File: config.mk
export PLATFORM = sky130hd
export DESIGN_NAME = pipelined_add_sub
export DESIGN_NICKNAME = d
export VERILOG_FILES = /design/src/rtl/pipelined_add_sub.sv
export SDC_FILE = /design/constraint.sdc
export NUM_CORES = 1
export LEC_CHECK = 0
export CAP_MARGIN = 20
export CORE_MARGIN = 5
export CORE_UTILIZATION = 30
export CTS_CLUSTER_SIZE = 10
export DETAILED_ROUTE_END_ITERATION = 6
export DONT_BUFFER_PORTS = 1
export PLACE_DENSITY = 0.51
export SLEW_MARGIN = 20
export SYNTH_ARGS = -nofsm -noshare
export SYNTH_HDL_FRONTEND = slang
export SYNTH_SLANG_ARGS = --single-unit
export TNS_END_PERCENT = 10
File: constraint.sdc
create_clock -name clk -period 3.42 [get_ports clk]
set_clock_uncertainty 0.15 [all_clocks]
set_input_delay 0.855 -clock clk [delete_from_list [all_inputs] [get_ports clk]]
set_output_delay 0.855 -clock clk [all_outputs]
set_load 0.005 [all_outputs]
File: src/rtl/pipelined_add_sub.sv
// pipelined_add_sub: ripple-carry adder/subtractor, one WIDTH/STAGES-bit chunk per stage
// Valid/ready handshake with a global stall. Carry, overflow and sum come from the final stage.
module pipelined_add_sub #(
    parameter int WIDTH  = 32,
    parameter int STAGES = 4
) (
    input  logic             clk,
    input  logic             reset,
    input  logic             in_valid,
    output logic             in_ready,
    input  logic [WIDTH-1:0] a,
    input  logic [WIDTH-1:0] b,
    input  logic             sub,
    output logic             out_valid,
    input  logic             out_ready,
    output logic [WIDTH-1:0] sum,
    output logic             carry,
    output logic             overflow,
    output logic             zero
);
    localparam int C = WIDTH / STAGES;

    if (STAGES < 1 || STAGES > WIDTH || WIDTH % STAGES != 0) begin : g_geometry_check
        $error("pipelined_add_sub: WIDTH must be divisible by STAGES and 1 <= STAGES <= WIDTH");
    end

    logic             v_q [STAGES];
    logic             v_d [STAGES];
    logic             c_q [STAGES];
    logic             c_d [STAGES];
    logic             as_q[STAGES];
    logic             as_d[STAGES];
    logic             bs_q[STAGES];
    logic             bs_d[STAGES];
    logic [WIDTH-1:0] s_q [STAGES];
    logic [WIDTH-1:0] s_d [STAGES];
    logic [WIDTH-1:0] a_q [STAGES];
    logic [WIDTH-1:0] a_d [STAGES];
    logic [WIDTH-1:0] b_q [STAGES];
    logic [WIDTH-1:0] b_d [STAGES];
    logic             ov_q;
    logic             ov_d;
    logic             stall;

    assign stall = v_q[STAGES-1] && !out_ready;

    // Unprocessed operand bits are kept right-aligned, so every stage adds bits [C-1:0].
    for (genvar k = 0; k < STAGES; k++) begin : g_stage
        logic [WIDTH-1:0] x;
        logic [WIDTH-1:0] y;
        logic [WIDTH-1:0] s_in;
        logic             ci;
        logic             xs;
        logic             ys;
        logic [C:0]       t;
        if (k == 0) begin : g_first
            assign x     = a;
            assign y     = sub ? ~b : b;
            assign ci    = sub;
            assign s_in  = '0;
            assign xs    = a[WIDTH-1];
            assign ys    = y[WIDTH-1];
            assign v_d[k] = in_valid;
        end else begin : g_next
            assign x     = a_q[k-1];
            assign y     = b_q[k-1];
            assign ci    = c_q[k-1];
            assign s_in  = s_q[k-1];
            assign xs    = as_q[k-1];
            assign ys    = bs_q[k-1];
            assign v_d[k] = v_q[k-1];
        end
        assign t       = {1'b0, x[C-1:0]} + {1'b0, y[C-1:0]} + (C+1)'(ci);
        assign s_d[k]  = s_in | (WIDTH'(t[C-1:0]) << (k * C));
        assign a_d[k]  = x >> C;
        assign b_d[k]  = y >> C;
        assign c_d[k]  = t[C];
        assign as_d[k] = xs;
        assign bs_d[k] = ys;
    end

    assign ov_d = (as_d[STAGES-1] == bs_d[STAGES-1]) && (s_d[STAGES-1][WIDTH-1] != as_d[STAGES-1]);

    always_ff @(posedge clk) begin
        if (reset) begin
            v_q  <= '{default: '0};
            c_q  <= '{default: '0};
            as_q <= '{default: '0};
            bs_q <= '{default: '0};
            s_q  <= '{default: '0};
            a_q  <= '{default: '0};
            b_q  <= '{default: '0};
            ov_q <= 1'b0;
        end else if (!stall) begin
            v_q  <= v_d;
            c_q  <= c_d;
            as_q <= as_d;
            bs_q <= bs_d;
            s_q  <= s_d;
            a_q  <= a_d;
            b_q  <= b_d;
            ov_q <= ov_d;
        end
    end

    assign in_ready  = !stall;
    assign out_valid = v_q[STAGES-1];
    assign sum       = s_q[STAGES-1];
    assign carry     = c_q[STAGES-1];
    assign overflow  = ov_q;
    assign zero      = (sum == '0);
endmodule

==> results of run 1 <==
## metrics by stage
step | instance area [sq um] | std cells
finish | 8860 | 1292
global route | 8860 | 1292
CTS | 8860 | 1292
detailed placement | 8220 | 1260
global placement | 8220 | 1260
floorplan | 8040 | 984
## worst min-delay path, delay by kind of cell (launching register included)
kind | cells | cell delay, ns
AOI/OAI and AO/OA | 1 | 0.05
DFF | 1 | 0.31
and+or+nand+nor | 1 | 0.05
## kinds of logic after synthesis
kind of cell | Yosys count | share of synthesized area
XOR/XNOR | 41 | 0.0446
AO/OA/AOI/OAI | 247 | 0.176
flip-flops | 185 | 0.460
multiplexers | 1 | 0.00171
adder cells (fa/ha/maj) | 35 | 0.0610
AND/OR/NAND/NOR | 397 | 0.211
buffers and inverters | 78 | 0.0448
## layout make-up
class	count	area (sq um)	share of cell area
multi-input combinational	721	3980	0.449
tap	341	427	0.0481
clock inverter	15	219	0.0247
sequential	185	3700	0.418
inverter	8	35.0	0.00395
timing repair buffer	5	75.1	0.00847
clock buffer	17	425	0.0480
## per-layer routing
layer,share of wire,global-route usage
met1,0.54,0.202
met2,0.41,0.180
met3,0.048,0.0377
met4,0.0065,0.0356
met5,0,0
## worst max-delay path by stage
stage,start,endpoint,slack [ns],cells past startpoint
after floorplan,sub,g_stage[1].ci,0.70,8
after global placement,sub,g_stage[1].s_in[7],0.98,6
after detailed placement,sub,g_stage[1].s_in[7],0.95,6
after CTS,sum[24],zero,0.72,3
after global routing,sum[24],zero,0.66,3
final,sum[24],zero,0.81,3
## sequential cells by signal, indices dropped and copies added (netlist names)
name,cells
g_stage.s_in,48
g_stage.x,45
g_stage.y,45
sum,32
g_stage.ci,3
g_stage.xs,3
g_stage.ys,3
v_d,3
carry,1
out_valid,1
overflow,1
## cells in the mapped netlist, drive strengths merged, types with 2 or more instances
master	n	share of area
nand3	33	0.021
buf	50	0.032
nand2	273	0.13
and3b	3	0.0033
or3	9	0.0070
o2111ai	4	0.0044
o21a	5	0.0047
nor3	7	0.0044
and3	4	0.0031
xor2	11	0.012
o211ai	3	0.0028
nand4	6	0.0047
fa	7	0.017
a211oi	35	0.033
o21ai	28	0.017
nor2	33	0.015
nand3b	2	0.0019
dfxtp	185	0.46
and4	3	0.0033
ha	28	0.044
a31oi	6	0.0047
inv	7	0.0033
a2111oi	3	0.0040
nor4	15	0.012
a21oi	152	0.095
xnor2	30	0.033
nor4b	2	0.0022
a21o	6	0.0056
nor2b	3	0.0033
clkbuf	20	0.0093
## power breakdown
part           total [W]  internal (W)  switching, W
clock            0.00213       0.00114      0.000990
sequential       0.00239       0.00229     0.0000932
combinational   0.000413      0.000189      0.000224
==> metrics.csv, run 1 <==
stage;metric;value;unit
logic_synthesis;Gate Count Post-Synth;984;
power_and_ir_drop;leak pwr;3.34;nW
routing;WL per Instance;15.3;microns
floorplanning;Die Width;174;microns
power_and_ir_drop;VDD IR-drop max;0.227;mV
logic_synthesis;synthesis-stage register bit count;185;
cts;CTS Root Cell;clkbuf_16;
global_routing;GRT Total Usage;0.132;
final_layout;Nets;1042;
global_routing;gr ovfl total;0;
timing;Worst slew margin;0.356;
cts;clock latency on the worst-skew pair;0.44;ns
logic_synthesis;ys async rst share;0;
floorplanning;Die Y;174;microns
floorplanning;area of the core;0.0267;sq mm
global_routing;initial antenna violation count;0;
timing;actual slew at the worst max-slew pin;0.966;ns
placement;dpl ws;0.955;ns
routing;WL final;19700;microns
floorplanning;Initial Utilization;0.302;
routing;Detail Route Antenna Nets;0;
flow_run;Max-cap violations;0;
logic_synthesis;Cell variety after synth;47;
timing;final hold viol count;0;
critical_path;Crit-path slowest cell;nor4_1;
min_path;Min-Delay Path Class;flip-flop to flip-flop;
timing;crit path time final;2.61;ns
final_layout;ratio of cells with drive above 1 in the final layout;0.0463;
logic_synthesis;synthesized area;0.00804;sq mm
critical_path;R2R cell count;6;
logic_synthesis;number of synthesized flops with an enable pin;0;
routing;Initial DRC Count;371;
cts;cts repair resizes;0;
cts;Post-CTS Hold Fix Bufs;0;
logic_synthesis;syn_nets;1088;
cts;CTS tree;done;
floorplanning;Die Area;0.0302;sq mm
timing;hold_ws;0.299;ns
final_layout;most frequent cells in the layout;nand2_1, dfxtp_1, a21oi_1;
min_path;Hold Startpoint;g_stage[2].s_in[2];
final_layout;fillers;2858;
routing;vias per std cell;4.91;
critical_path;CP Data Arrival Time;1.60;ns
cts;Clk pin slew, worst setup/hold paths;0.07;ns
critical_path;crit-path cells;nor4_1 -> nand4_1 -> nor2_1;
timing;setup TNS;0;ns
critical_path;CP Class;flip-flop to output port;
routing;vias;6340;
critical_path;worst flop-to-flop path startpoint;g_stage[3].x[0];
global_routing;global-route wire length before repair;32700;microns
final_layout;post-layout util;0.333;
final_layout;Area growth, synth to finish;10.2;%
timing;final worst-path cycle share;0.762;
global_routing;number of global-route vias before repair;5932;
timing;final worst slack;0.813;ns
logic_synthesis;synth warn;0;
critical_path;crit end category;output port;
cts;clk sinks;185;
critical_path;flop2flop setup slack;1.00;ns
timing;fmax;384;MHz
min_path;Worst Hold Path EP;g_stage[3].s_in[2];
critical_path;worst endpoint required time;2.41;ns
logic_synthesis;predominant post-synthesis flop cell;dfxtp_1;
cts;Post-CTS Setup Inserts;0;
final_layout;antenna cells;0;
placement;RD Place Congestion;0.765;
status;status;complete, no violations;
timing;final setup fails;0;
critical_path;worst r2r dst;carry;
floorplanning;Top-Level Pins;106;
critical_path;startpoint types;flip-flop;
routing;DRT Pass-1 Iters;5;
routing;drt drc;0;
placement;post-DP HPWL;12800;microns
cts;clk buf depth;2;
power_and_ir_drop;Pwr Total;0.00493;W
logic_synthesis;post-synthesis average cell area;8.17;sq um
critical_path;CP Max Fanout;3;
min_path;Worst Hold Depth;2;
critical_path;Buf+Inv Stages, Crit Path;0;
placement;PortBufs;0;
global_routing;largest net degree at the start of global routing;183;
final_layout;leading cell type in the layout, fill and taps excluded;nand2_1;
critical_path;top cell family by delay on the critical path;simple AND/OR/NAND/NOR gates;
timing;max-slew violation count;0;
cts;CTS H-tree lvls;4;
floorplanning;std cell rows;60;
timing;unrepaired setup endpoints after global routing;false;
cts;CTS Buf Count;17;
power_and_ir_drop;PD cells;556;mW/mm^2
critical_path;Max stage delay on crit path;0.43;ns
logic_synthesis;sequential share of the synthesized area;0.460;
No activity file was read; power rests on OpenSTA's default activity.
==> run 2, diff against run 1 <==
- clock period: 3.42 -> 2.6 ns (I/O delays scaled with it)
==> metrics.csv, run 2 (same netlist as run 1, synthesis figures left out) <==
stage;metric;value;unit
status;status;complete, no violations;
floorplanning;Top-Level Pins;106;
critical_path;top cell family by delay on the critical path;adder cells;
power_and_ir_drop;leak pwr;3.35;nW
final_layout;area of the multi-input gates;0.00398;sq mm
final_layout;antenna cells;0;
flow_run;Max-cap violations;0;
cts;CTS tree;done;
timing;actual slew at the worst max-slew pin;0.508;ns
global_routing;initial antenna violation count;0;
floorplanning;area of the core;0.0267;sq mm
routing;vias per std cell;4.87;
placement;dpl ws;0.228;ns
timing;fmax;420;MHz
final_layout;leading cell type in the layout, fill and taps excluded;nand2_1;
cts;clock latency on the worst-skew pair;0.44;ns
timing;max-slew violation count;0;
critical_path;Crit-path slowest cell;fa_1;
global_routing;GRT Total Usage;0.132;
final_layout;Largest register FFs;48;
final_layout;fillers;2817;
cts;Post-CTS Setup Inserts;0;
critical_path;Buf+Inv Stages, Crit Path;0;
timing;crit path time final;2.38;ns
routing;WL per Instance;15.1;microns
timing;final worst slack;0.217;ns
routing;WL final;19700;microns
final_layout;storage element area;0.00370;sq mm
routing;uppermost routed layer;met4;
cts;Post-CTS Hold Fix Bufs;0;
critical_path;crit end category;flip-flop;
floorplanning;std cell rows;60;
critical_path;startpoint types;flip-flop;
cts;cts repair resizes;0;
cts;CTS H-tree lvls;4;
global_routing;largest net degree at the start of global routing;183;
timing;Worst slew margin;0.661;
critical_path;CP Max Fanout;3;
cts;CTS Root Cell;clkbuf_16;
critical_path;Max stage delay on crit path;0.48;ns
final_layout;post-layout util;0.333;
power_and_ir_drop;Pwr Total;0.00623;W
min_path;Min-Delay Path Class;primary input to flip-flop;
routing;met3 wire length;1010;microns
final_layout;ratio of cells with drive above 1 in the final layout;0.0522;
routing;met1 WL;10600;microns
timing;final setup fails;0;
routing;Detail Route Antenna Nets;0;
critical_path;most frequent CP cell;fa_1;
floorplanning;Initial Utilization;0.302;
timing;final hold viol count;0;
global_routing;gr ovfl total;0;
global_routing;number of global-route vias before repair;5969;
power_and_ir_drop;VDD IR-drop max;0.327;mV
cts;Clk pin slew, worst setup/hold paths;0.07;ns
power_and_ir_drop;PD cells;702;mW/mm^2
final_layout;most frequent cells in the layout;nand2_1, dfxtp_1, a21oi_1;
placement;post-DP HPWL;13200;microns
routing;met2 WL;7870;microns
cts;clk sinks;185;
timing;final worst-path cycle share;0.917;
cts;CTS Buf Count;17;
final_layout;Area growth, synth to finish;10.3;%
routing;vias;6321;
global_routing;global-route wire length before repair;32700;microns
placement;RD Place Congestion;0.790;
timing;setup TNS;0;ns
critical_path;crit-path cells;fa_1 -> fa_1 -> a21o_1 -> a211oi_1 -> o2111ai_1 -> and3b_1;
critical_path;CP Data Arrival Time;2.55;ns
routing;drt drc;0;
floorplanning;Die Area;0.0302;sq mm
timing;unrepaired setup endpoints after global routing;false;
critical_path;CP Class;flip-flop to flip-flop;
cts;clk buf depth;2;
floorplanning;Die Width;174;microns
routing;Initial DRC Count;411;
routing;DRT Pass-1 Iters;5;
critical_path;worst endpoint required time;2.77;ns
placement;PortBufs;0;
floorplanning;Die Y;174;microns
final_layout;Nets;1049;
run 2: path summary, 6_finish.rpt:
check             slack (ns)  cells past startpoint                  to                from
setup / recovery        0.22                      6               carry     g_stage[3].x[0]
hold / removal          0.17                      1     g_stage[1].x[0]               reset
setup reg to reg        0.22                      6               carry     g_stage[3].x[0]
hold reg to reg         0.30                      2  g_stage[3].s_in[1]  g_stage[2].s_in[1]
run 2: per-layer routing:
layer  vias up  track usage
li1       3309            -
met1      2880        0.203
met2       120        0.177
met3        12       0.0353
met4         0       0.0376
met5         -            0
run 2: layout make-up:
type                    instances  area share
flip-flops and latches        185       0.417
inverters                       8     0.00395
well taps                     341      0.0481
repair buffers                 12      0.0158
clock buffers                  18      0.0484
multi-input cells             721       0.449
clock inverters                14      0.0178
run 2: per-stage QoR:
step | std cells | cell area, sq um | hold slack (ns)
2_1_floorplan | 984 | 8040 | 0.282
3_3_place_gp | 1267 | 8290 | 0.284
3_5_place_dp | 1267 | 8290 | 0.290
4_1_cts | 1299 | 8870 | 0.131
5_1_grt | 1299 | 8870 | 0.137
6_report | 1299 | 8870 | 0.166
run 2: report_power, final:
| group | switching (W) | total [W] | internal, W |
|---|---|---|---|
| combinational | 0.000299 | 0.000552 | 0.000253 |
| sequential | 0.000121 | 0.00314 | 0.00302 |
| clock | 0.00125 | 0.00254 | 0.00129 |
| total | 0.00167 | 0.00623 | 0.00456 |
